[config.mk]
export PLATFORM = sky130hd
export DESIGN_NAME = pipeline_hazard_ctrl_flat
export DESIGN_NICKNAME = d
export VERILOG_FILES = /design/src/rtl/pipeline_hazard_ctrl_pkg.sv /design/src/rtl/pipeline_hazard_ctrl_if.sv /design/src/rtl/pipeline_hazard_ctrl_hazard_detect.sv /design/src/rtl/pipeline_hazard_ctrl.sv /design/src/flat_wrapper.sv
export SDC_FILE = /design/constraint.sdc
export NUM_CORES = 1
export LEC_CHECK = 0
export ABC_AREA = 1
export BUFFER_PORTS_ARGS = -buffer_cell sky130_fd_sc_hd__buf_2
export CORE_MARGIN = 2
export CORE_UTILIZATION = 40
export CTS_BUF_LIST = sky130_fd_sc_hd__clkbuf_8
export CTS_CLUSTER_DIAMETER = 100
export CTS_CLUSTER_SIZE = 20
export DETAILED_ROUTE_END_ITERATION = 8
export GPL_TIMING_DRIVEN = 0
export PLACE_DENSITY = 0.58
export SLEW_MARGIN = 20
export SYNTH_ARGS = -nofsm -noshare
export SYNTH_HDL_FRONTEND = slang
export SYNTH_HIERARCHICAL = 1
export SYNTH_SLANG_ARGS = --single-unit
[constraint.sdc]
create_clock -name clk -period 2.7 [get_ports clk]
set_input_delay 0.135 -clock clk [delete_from_list [all_inputs] [get_ports clk]]
set_output_delay 0.135 -clock clk [all_outputs]
set_load 0.02 [all_outputs]
[src/rtl/pipeline_hazard_ctrl_pkg.sv]
// rtl/pipeline_hazard_ctrl_pkg.sv - shared types and constants for the pipeline hazard controller
package pipe_ctrl_pkg;

   typedef enum logic {
      RUN      = 1'b0,
      MEM_WAIT = 1'b1
   } state_e;

   localparam logic [4:0] REG_X0 = 5'd0;

   // Control-bit bundle loaded into ID/EX or MEM/WB when a bubble is inserted
   localparam int              BUBBLE_W    = 8;
   localparam logic [BUBBLE_W-1:0] BUBBLE_CTRL = '0;

endpackage

[src/rtl/pipeline_hazard_ctrl_if.sv]
// rtl/pipeline_hazard_ctrl_if.sv - pipeline-to-hazard-controller signal bundle
interface pipeline_hazard_ctrl_if #(
   parameter int CNT_W = 32
);
   logic [4:0]       id_rs1;
   logic [4:0]       id_rs2;
   logic [4:0]       ex_rd;
   logic             ex_MemRead;
   logic             ex_branch_taken;
   logic             mem_MemRead;
   logic             mem_MemWrite;
   logic             dmem_ready;

   logic             dmem_req;
   logic             pc_en;
   logic             if_id_en;
   logic             id_ex_en;
   logic             ex_mem_en;
   logic             if_id_flush;
   logic             id_ex_flush;
   logic             mem_wb_flush;
   logic [CNT_W-1:0] stall_count;
   logic             mem_timeout;
   logic             state_o;

   // master: pipeline/datapath side; slave: the hazard controller
   modport master (
      output id_rs1, id_rs2, ex_rd, ex_MemRead, ex_branch_taken,
             mem_MemRead, mem_MemWrite, dmem_ready,
      input  dmem_req, pc_en, if_id_en, id_ex_en, ex_mem_en,
             if_id_flush, id_ex_flush, mem_wb_flush,
             stall_count, mem_timeout, state_o
   );

   modport slave (
      input  id_rs1, id_rs2, ex_rd, ex_MemRead, ex_branch_taken,
             mem_MemRead, mem_MemWrite, dmem_ready,
      output dmem_req, pc_en, if_id_en, id_ex_en, ex_mem_en,
             if_id_flush, id_ex_flush, mem_wb_flush,
             stall_count, mem_timeout, state_o
   );

endinterface

[src/rtl/pipeline_hazard_ctrl_hazard_detect.sv]
// rtl/pipeline_hazard_ctrl_hazard_detect.sv - combinational load-use compare, shared with forwarding
module hazard_detect
   import pipe_ctrl_pkg::*;
(
   input  logic [4:0] id_rs1_i,
   input  logic [4:0] id_rs2_i,
   input  logic [4:0] ex_rd_i,
   input  logic       ex_mem_read_i,
   output logic       load_use_o
);

   // x0 is hardwired zero, so a load targeting it can never create a dependency
   assign load_use_o = ex_mem_read_i && (ex_rd_i != REG_X0) &&
                       ((id_rs1_i == ex_rd_i) || (id_rs2_i == ex_rd_i));

endmodule

[src/rtl/pipeline_hazard_ctrl.sv]
// rtl/pipeline_hazard_ctrl.sv - stall/flush sequencer with memory-wait FSM, stall counter and timeout flag
module pipeline_hazard_ctrl
   import pipe_ctrl_pkg::*;
#(
   parameter int MEM_TIMEOUT = 64,
   parameter int CNT_W       = 32
) (
   input  logic clk,
   input  logic reset_n,
   pipeline_hazard_ctrl_if.slave bus
);

   localparam int                WAIT_W    = $clog2(MEM_TIMEOUT + 1);
   localparam logic [WAIT_W-1:0] TIMEOUT_V = WAIT_W'(MEM_TIMEOUT);

   state_e            state_q, state_d;
   logic [WAIT_W-1:0] wait_cnt_q, wait_cnt_d;
   logic [CNT_W-1:0]  stall_count_q, stall_count_d;
   logic              mem_timeout_q, mem_timeout_d;

   logic load_use;
   logic mem_acc;
   logic mem_stall;
   logic pc_en, if_id_en, id_ex_en, ex_mem_en;
   logic if_id_flush, id_ex_flush, mem_wb_flush, dmem_req;

   hazard_detect u_hazard_detect (
      .id_rs1_i      (bus.id_rs1),
      .id_rs2_i      (bus.id_rs2),
      .ex_rd_i       (bus.ex_rd),
      .ex_mem_read_i (bus.ex_MemRead),
      .load_use_o    (load_use)
   );

   always_comb begin
      mem_acc   = bus.mem_MemRead | bus.mem_MemWrite;
      mem_stall = ((state_q == RUN) && mem_acc && !bus.dmem_ready) ||
                  ((state_q == MEM_WAIT) && !bus.dmem_ready);

      state_d = state_q;
      case (state_q)
         RUN:      if (mem_acc && !bus.dmem_ready) state_d = MEM_WAIT;
         MEM_WAIT: if (bus.dmem_ready)             state_d = RUN;
         default:  state_d = RUN;
      endcase

      wait_cnt_d = wait_cnt_q;
      if ((state_q == RUN) && (state_d == MEM_WAIT))
         wait_cnt_d = '0;
      else if ((state_q == MEM_WAIT) && (wait_cnt_q != TIMEOUT_V))
         wait_cnt_d = wait_cnt_q + WAIT_W'(1);

      mem_timeout_d = mem_timeout_q | (wait_cnt_d == TIMEOUT_V);

      pc_en        = 1'b1;
      if_id_en     = 1'b1;
      id_ex_en     = 1'b1;
      ex_mem_en    = 1'b1;
      if_id_flush  = 1'b0;
      id_ex_flush  = 1'b0;
      mem_wb_flush = 1'b0;
      dmem_req     = (state_q == MEM_WAIT) || mem_acc;

      // Reset forces the pipeline registers to hold bubbles without waiting for a clock
      if (!reset_n) begin
         pc_en        = 1'b0;
         if_id_en     = 1'b0;
         id_ex_en     = 1'b0;
         ex_mem_en    = 1'b0;
         if_id_flush  = 1'b1;
         id_ex_flush  = 1'b1;
         mem_wb_flush = 1'b1;
         dmem_req     = 1'b0;
      end else if (mem_stall) begin
         pc_en        = 1'b0;
         if_id_en     = 1'b0;
         id_ex_en     = 1'b0;
         ex_mem_en    = 1'b0;
         mem_wb_flush = 1'b1;
      end else if (bus.ex_branch_taken) begin
         if_id_flush  = 1'b1;
         id_ex_flush  = 1'b1;
      end else if (load_use) begin
         pc_en        = 1'b0;
         if_id_en     = 1'b0;
         id_ex_flush  = 1'b1;
      end

      stall_count_d = pc_en ? stall_count_q : stall_count_q + CNT_W'(1);
   end

   always_ff @(posedge clk or negedge reset_n) begin
      if (!reset_n) begin
         state_q       <= RUN;
         wait_cnt_q    <= '0;
         stall_count_q <= '0;
         mem_timeout_q <= 1'b0;
      end else begin
         state_q       <= state_d;
         wait_cnt_q    <= wait_cnt_d;
         stall_count_q <= stall_count_d;
         mem_timeout_q <= mem_timeout_d;
      end
   end

   assign bus.dmem_req     = dmem_req;
   assign bus.pc_en        = pc_en;
   assign bus.if_id_en     = if_id_en;
   assign bus.id_ex_en     = id_ex_en;
   assign bus.ex_mem_en    = ex_mem_en;
   assign bus.if_id_flush  = if_id_flush;
   assign bus.id_ex_flush  = id_ex_flush;
   assign bus.mem_wb_flush = mem_wb_flush;
   assign bus.stall_count  = stall_count_q;
   assign bus.mem_timeout  = mem_timeout_q;
   assign bus.state_o      = (state_q == MEM_WAIT);

endmodule

[src/flat_wrapper.sv]
// flat-port wrapper written by rule: the top's interface ports become plain ports
module pipeline_hazard_ctrl_flat import pipe_ctrl_pkg::*;
#(
   parameter int MEM_TIMEOUT = 64,
   parameter int CNT_W       = 32
)
  (clk, reset_n, bus_id_rs1, bus_id_rs2, bus_ex_rd, bus_ex_MemRead, bus_ex_branch_taken, bus_mem_MemRead, bus_mem_MemWrite, bus_dmem_ready, bus_dmem_req, bus_pc_en, bus_if_id_en, bus_id_ex_en, bus_ex_mem_en, bus_if_id_flush, bus_id_ex_flush, bus_mem_wb_flush, bus_stall_count, bus_mem_timeout, bus_state_o);
  pipeline_hazard_ctrl_if #(.CNT_W(CNT_W)) bus_i ();
  input  logic clk;
  input  logic reset_n;
  input wire logic [$bits(bus_i.id_rs1)-1:0] bus_id_rs1;
  input wire logic [$bits(bus_i.id_rs2)-1:0] bus_id_rs2;
  input wire logic [$bits(bus_i.ex_rd)-1:0] bus_ex_rd;
  input wire logic [$bits(bus_i.ex_MemRead)-1:0] bus_ex_MemRead;
  input wire logic [$bits(bus_i.ex_branch_taken)-1:0] bus_ex_branch_taken;
  input wire logic [$bits(bus_i.mem_MemRead)-1:0] bus_mem_MemRead;
  input wire logic [$bits(bus_i.mem_MemWrite)-1:0] bus_mem_MemWrite;
  input wire logic [$bits(bus_i.dmem_ready)-1:0] bus_dmem_ready;
  output wire logic [$bits(bus_i.dmem_req)-1:0] bus_dmem_req;
  output wire logic [$bits(bus_i.pc_en)-1:0] bus_pc_en;
  output wire logic [$bits(bus_i.if_id_en)-1:0] bus_if_id_en;
  output wire logic [$bits(bus_i.id_ex_en)-1:0] bus_id_ex_en;
  output wire logic [$bits(bus_i.ex_mem_en)-1:0] bus_ex_mem_en;
  output wire logic [$bits(bus_i.if_id_flush)-1:0] bus_if_id_flush;
  output wire logic [$bits(bus_i.id_ex_flush)-1:0] bus_id_ex_flush;
  output wire logic [$bits(bus_i.mem_wb_flush)-1:0] bus_mem_wb_flush;
  output wire logic [$bits(bus_i.stall_count)-1:0] bus_stall_count;
  output wire logic [$bits(bus_i.mem_timeout)-1:0] bus_mem_timeout;
  output wire logic [$bits(bus_i.state_o)-1:0] bus_state_o;
  assign bus_i.id_rs1 = bus_id_rs1;
  assign bus_i.id_rs2 = bus_id_rs2;
  assign bus_i.ex_rd = bus_ex_rd;
  assign bus_i.ex_MemRead = bus_ex_MemRead;
  assign bus_i.ex_branch_taken = bus_ex_branch_taken;
  assign bus_i.mem_MemRead = bus_mem_MemRead;
  assign bus_i.mem_MemWrite = bus_mem_MemWrite;
  assign bus_i.dmem_ready = bus_dmem_ready;
  assign bus_dmem_req = bus_i.dmem_req;
  assign bus_pc_en = bus_i.pc_en;
  assign bus_if_id_en = bus_i.if_id_en;
  assign bus_id_ex_en = bus_i.id_ex_en;
  assign bus_ex_mem_en = bus_i.ex_mem_en;
  assign bus_if_id_flush = bus_i.if_id_flush;
  assign bus_id_ex_flush = bus_i.id_ex_flush;
  assign bus_mem_wb_flush = bus_i.mem_wb_flush;
  assign bus_stall_count = bus_i.stall_count;
  assign bus_mem_timeout = bus_i.mem_timeout;
  assign bus_state_o = bus_i.state_o;
  pipeline_hazard_ctrl #(.MEM_TIMEOUT(MEM_TIMEOUT), .CNT_W(CNT_W)) u_core (.clk(clk), .reset_n(reset_n), .bus(bus_i));
endmodule
# Word level (Yosys, flattened, before mapping)

Index checks and enable logic that the tools add are counted.

Shift-type cells: 0
Equality and inequality tests: 4
Add/sub/neg operators: 2
Magnitude comparators: 0
Muxes and demuxes: 21
Div/mod/pow operators: 0
Bitwise logic cells: 3
$mul: 0
Reductions and logical operators: 13

Operators with widths:

| cell                                                            | count |
|---|---|
| 32-bit by 1-bit adder with 32-bit output, second input constant | 1 |
| 1-bit 2-to-1 mux                                                | 18 |
| 7-bit 2-to-1 mux                                                | 2 |
| 5-bit == test                                                   | 2 |
| 1-bit logical AND                                               | 8 |
| 7-bit by 1-bit adder with 7-bit output, second input constant   | 1 |
| 7-bit == test, second input constant                            | 1 |
| 7-bit inequality test, second input constant                    | 1 |
| 5-bit nonzero test                                              | 1 |
| 1-bit logical OR                                                | 3 |
| 1-bit bitwise OR                                                | 2 |
| 1-bit one-hot mux with 2 select lines                           | 1 |
| 1-bit logical NOT                                               | 1 |
| 1-bit inverter                                                  | 1 |

Bits in registers: 41
Memories: 0
Input port bits: 22
Memory bits (writable): 0
Output and inout bits: 42
ROM bits: 0
Latch bits: 0

# Depth between registers and ports, before layout

Word-level depth: 8
Gate-level depth with buffers: 14

# Hierarchy

The synthesis kept the hierarchy.

Modules (own cells, without submodules):

| module               | cells each | area an instance (sq um) | times used |
|---|---|---|---|
| pipeline_hazard_ctrl | 340        | 2523.7                   | 1 |
| hazard_detect        | 45         | 195.2                    | 1 |

# Worst setup path before layout

No wires, ideal clock.

Path kind: register to register
Start: register u_core.stall_count_q[0] (netlist: u_core/bus.stall_count[0])
End: register u_core.stall_count_q[24] (netlist: u_core/bus.stall_count[24])
Clock period less this slack: 1661 ps
Data required time: 2582 ps
Slack: 1039 ps
Buffers on the path: 0
Arrival time: 1543 ps
Setup time: 118 ps
Stages on the path, launching flop included: 9
Cell sequence: dfrtp_1 ha_1 nand3_1 nor3_4 nand4_4 nor2_4 nand2_1 nor2_1 nor2_1

Word-level cells in the longest chain between the ends: 1

Ends and longest elaborated chain:

| item                                     | RTL line                    | text |
|---|---|---|
| start: declaration                       | pipeline_hazard_ctrl.sv:18  | `logic [CNT_W-1:0] stall_count_q, stall_count_d;` |
| start signal: assignment                 | pipeline_hazard_ctrl.sv:101 | `stall_count_q <= stall_count_d;` |
| 32-bit by 1-bit adder with 32-bit output | pipeline_hazard_ctrl.sv:89  | `stall_count_d = pc_en ? stall_count_q : stall_count_q + CNT_W'(1);` |

No other way between the ends.
A chain may end at the register's enable or synchronous reset.

# Final worst setup path

Start: input reset_n
End: output bus_pc_en

Word-level cells in the longest chain between the ends: 1

Ends and longest elaborated chain:

| item               | RTL line                   | text |
|---|---|---|
| start: declaration | flat_wrapper.sv:10         | `input logic reset_n;` |
| 1-bit 2-to-1 mux   | pipeline_hazard_ctrl.sv:65 | `if (!reset_n) begin` |
| end: declaration   | flat_wrapper.sv:20         | `output wire logic [$bits(bus_i.pc_en)-1:0] bus_pc_en;` |

No other way between the ends.

==> impl_metrics.json <==
{
  "drive_above_1_share_pct": 23.2,
  "postRouteAntennaNets": 0,
  "synth_area_leaders": "dfrtp_1, nand2_1, inv_1, xor2_1, nor2_1",
  "cts.sinks": 41,
  "fin_skew_ps": 7.73,
  "synth_top_area_cell": "dfrtp_1",
  "core_um2": 6680,
  "grt_pass1_vias": 2366,
  "antenna_found_initial": 0,
  "cts_made_buffers": 5,
  "multi_input_area_um2": 1430,
  "async_flop_share_pct": 100,
  "r2r_slack_ps": 970,
  "synthCells": 385,
  "worstPathArrival_ps": 1980,
  "syn-mean-instance-area_um2": 7.06,
  "grt_max_degree": 46,
  "outcome": "finished clean",
  "antenna_cells": 0,
  "rsz0062_at_grt": "no",
  "end_kind": "output pin",
  "cts_hold_buf": 0,
  "synthToLayoutAreaGrowth_pct": 20.0,
  "start_util_pct": 40.7,
  "synth_seq_cells": 41,
  "fillers": 691,
  "place_area_um2": 3130,
  "portBuffers": 63,
  "cp_max_fo": 45,
  "hold_viol_final": 0,
  "via_count": 2508,
  "tightest_slew_ps": 581,
  "syn_area_um2": 2720,
  "clk_pin_slew_worst_paths_ps": 80,
  "cts_resized": 0,
  "grt.total_usage_pct": 18.2,
  "final_area_um2": 3260,
  "clkLatencyLatePin_ps": 290,
  "power.density_nw_per_um2": 582,
  "timing.rr.end": "u_core/bus.stall_count[24]",
  "slew_viol_final": 0,
  "r2r_cells": 8,
  "drc_errors": 0,
  "max_freq_mhz": 474,
  "synth_edf_count": 0,
  "fin_setup_tns_ps": 0,
  "pin_count": 64,
  "ys_seq_area_share_pct": 37.7,
  "cts_tree": "done",
  "synth_top_flop_cell": "dfrtp_1",
  "irDropWorstVdd_uv": 412,
  "relSlewSlack_pct": 61.2,
  "synth.net_count": 410,
  "hold_end": "u_core/bus.state_o",
  "fin_crit_sh_pct": 78.2,
  "drv_cap": 0,
  "cp.required_ps": 2570,
  "layout.nets": 481,
  "htreeDepth": 2,
  "synth_top_area_share_pct": 37.7,
  "ys_types": 32,
  "firstDrtPassIters": 4,
  "start_kind": "input pin",
  "hold_path.class": "in2reg",
  "fp.dieArea_um2": 7470,
  "finalPower_mw": 1.90,
  "clockBufferDepth": 2,
  "min_period_ps": 2110,
  "yosysWarnings": 6,
  "postRouteWirelength_um": 6340,
  "p_leak_nw": 1.72,
  "critPathKind": "in2out",
  "vias_per_cell": 4.67,
  "setup_viol": 0,
  "cts_setup_buffers": 0,
  "die_w_um": 86.4,
  "layout_setup_ws_ps": 589,
  "cts_root_buffer": "clkbuf_8",
  "hold_path_depth": 4,
  "seqCellArea_um2": 1030,
  "grt_pass1_wl_um": 10800,
  "place_ws_ps": 672,
  "r2r-start": "u_core/bus.stall_count[0]",
  "gp_congestion": 0.858,
  "min_from": "bus_dmem_ready",
  "post_drt_wl_per_cell_um": 11.8,
  "overflow": 0,
  "drt_iter0_markers": 91,
  "hpwl_um": 4890,
  "core.rowCount": 30,
  "die_height_um": 86.4
}
-- per-layer routing --
metal | global-route usage, % | share of wire, %
met5 | 0 | 0
met4 | 4.26 | 0.87
met3 | 3.71 | 3.5
met2 | 29.0 | 46
met1 | 25.4 | 50
-- cell usage after synthesis, drive strengths merged, types with 2 or more instances --
master / number
nand4: 10
nor3: 14
xnor2: 10
a21oi: 3
inv: 61
or2: 2
nand2: 135
o21ai: 7
nor2: 45
dfrtp: 41
nand3: 25
ha: 3
nor4: 2
xor2: 19
buf: 4
-- worst max-delay path: stages --
cell and delay, ps:
dlygate4sd3_1 530, buf_4 490, nand3_4 250, clkinv_1 260
buf_4 150, buf_2 140
-- how the worst max path moves through the flow --
stage,start,endpoint,slack (ps)
2_1_floorplan,u_core/bus.stall_count[0],u_core/bus.stall_count[24],1040
3_5_place_dp,reset_n,bus_pc_en,670
5_1_grt,reset_n,bus_pc_en,400
3_3_place_gp,reset_n,bus_pc_en,710
4_1_cts,u_core/bus.state_o,bus_pc_en,670
6_report,reset_n,bus_pc_en,590
-- metrics by stage --
stage / hold WS (ps) / std cells / utilization [%]
4_1_cts: 58.0 / 536 / 48.7
5_1_grt: 151 / 537 / 48.8
2_1_floorplan: -161 / 385 / -
3_5_place_dp: 386 / 528 / 46.9
6_report: 161 / 537 / 48.8
3_3_place_gp: 378 / 528 / 46.9
-- report_power, final --
group / total [mW] / leakage [nW] / internal, mW / switching [mW]
Combinational: 0.575 / 1.13 / 0.190 / 0.384
Clock: 0.511 / 0.0626 / 0.298 / 0.213
Sequential: 0.813 / 0.520 / 0.702 / 0.111
Total: 1.90 / 1.72 / 1.19 / 0.709
-- kinds of logic (layout without fill, tap and decap cells) --
logic type / Yosys count / in the layout / synth area share [%]
buf+inv: 66 / 138 / 9.57
simple gates: 235 / 235 / 39.7
fa+ha+maj: 3 / 3 / 1.38
xor+xnor: 29 / 29 / 9.34
compound gates: 11 / 11 / 2.25
flops: 41 / 41 / 37.7
-- placed cells by master (no fill, tap or decap), drive strengths merged, types with 3 or more instances in the layout --
cell type | netlist | final
a21oi | 3 | 3
xnor2 | 10 | 10
o21ai | 7 | 7
ha | 3 | 3
nand3 | 25 | 25
clkbuf | 0 | 6
xor2 | 19 | 19
buf | 4 | 67
nand2 | 135 | 135
nor3 | 14 | 14
inv | 61 | 62
dfrtp | 41 | 41
nand4 | 10 | 10
nor2 | 45 | 45
-- registers in the layout, summed over array words and instances, names as in the netlist --
name / count
u_core/bus.mem_timeout: 1
u_core/bus.state_o: 1
u_core/bus.stall_count: 32
u_core/wait_cnt_q: 7
-- final cells by class --
class	count	share of cell area, %
Multi-Input combinational cell	278	43.9
Clock buffer	6	2.53
Tap cell	80	3.07
Timing Repair Buffer	64	10.0
Sequential cell	41	31.4
Inverter	62	7.13
Buffer	4	0.844
Clock inverter	2	1.04
(Power assumes the default switching activity.)
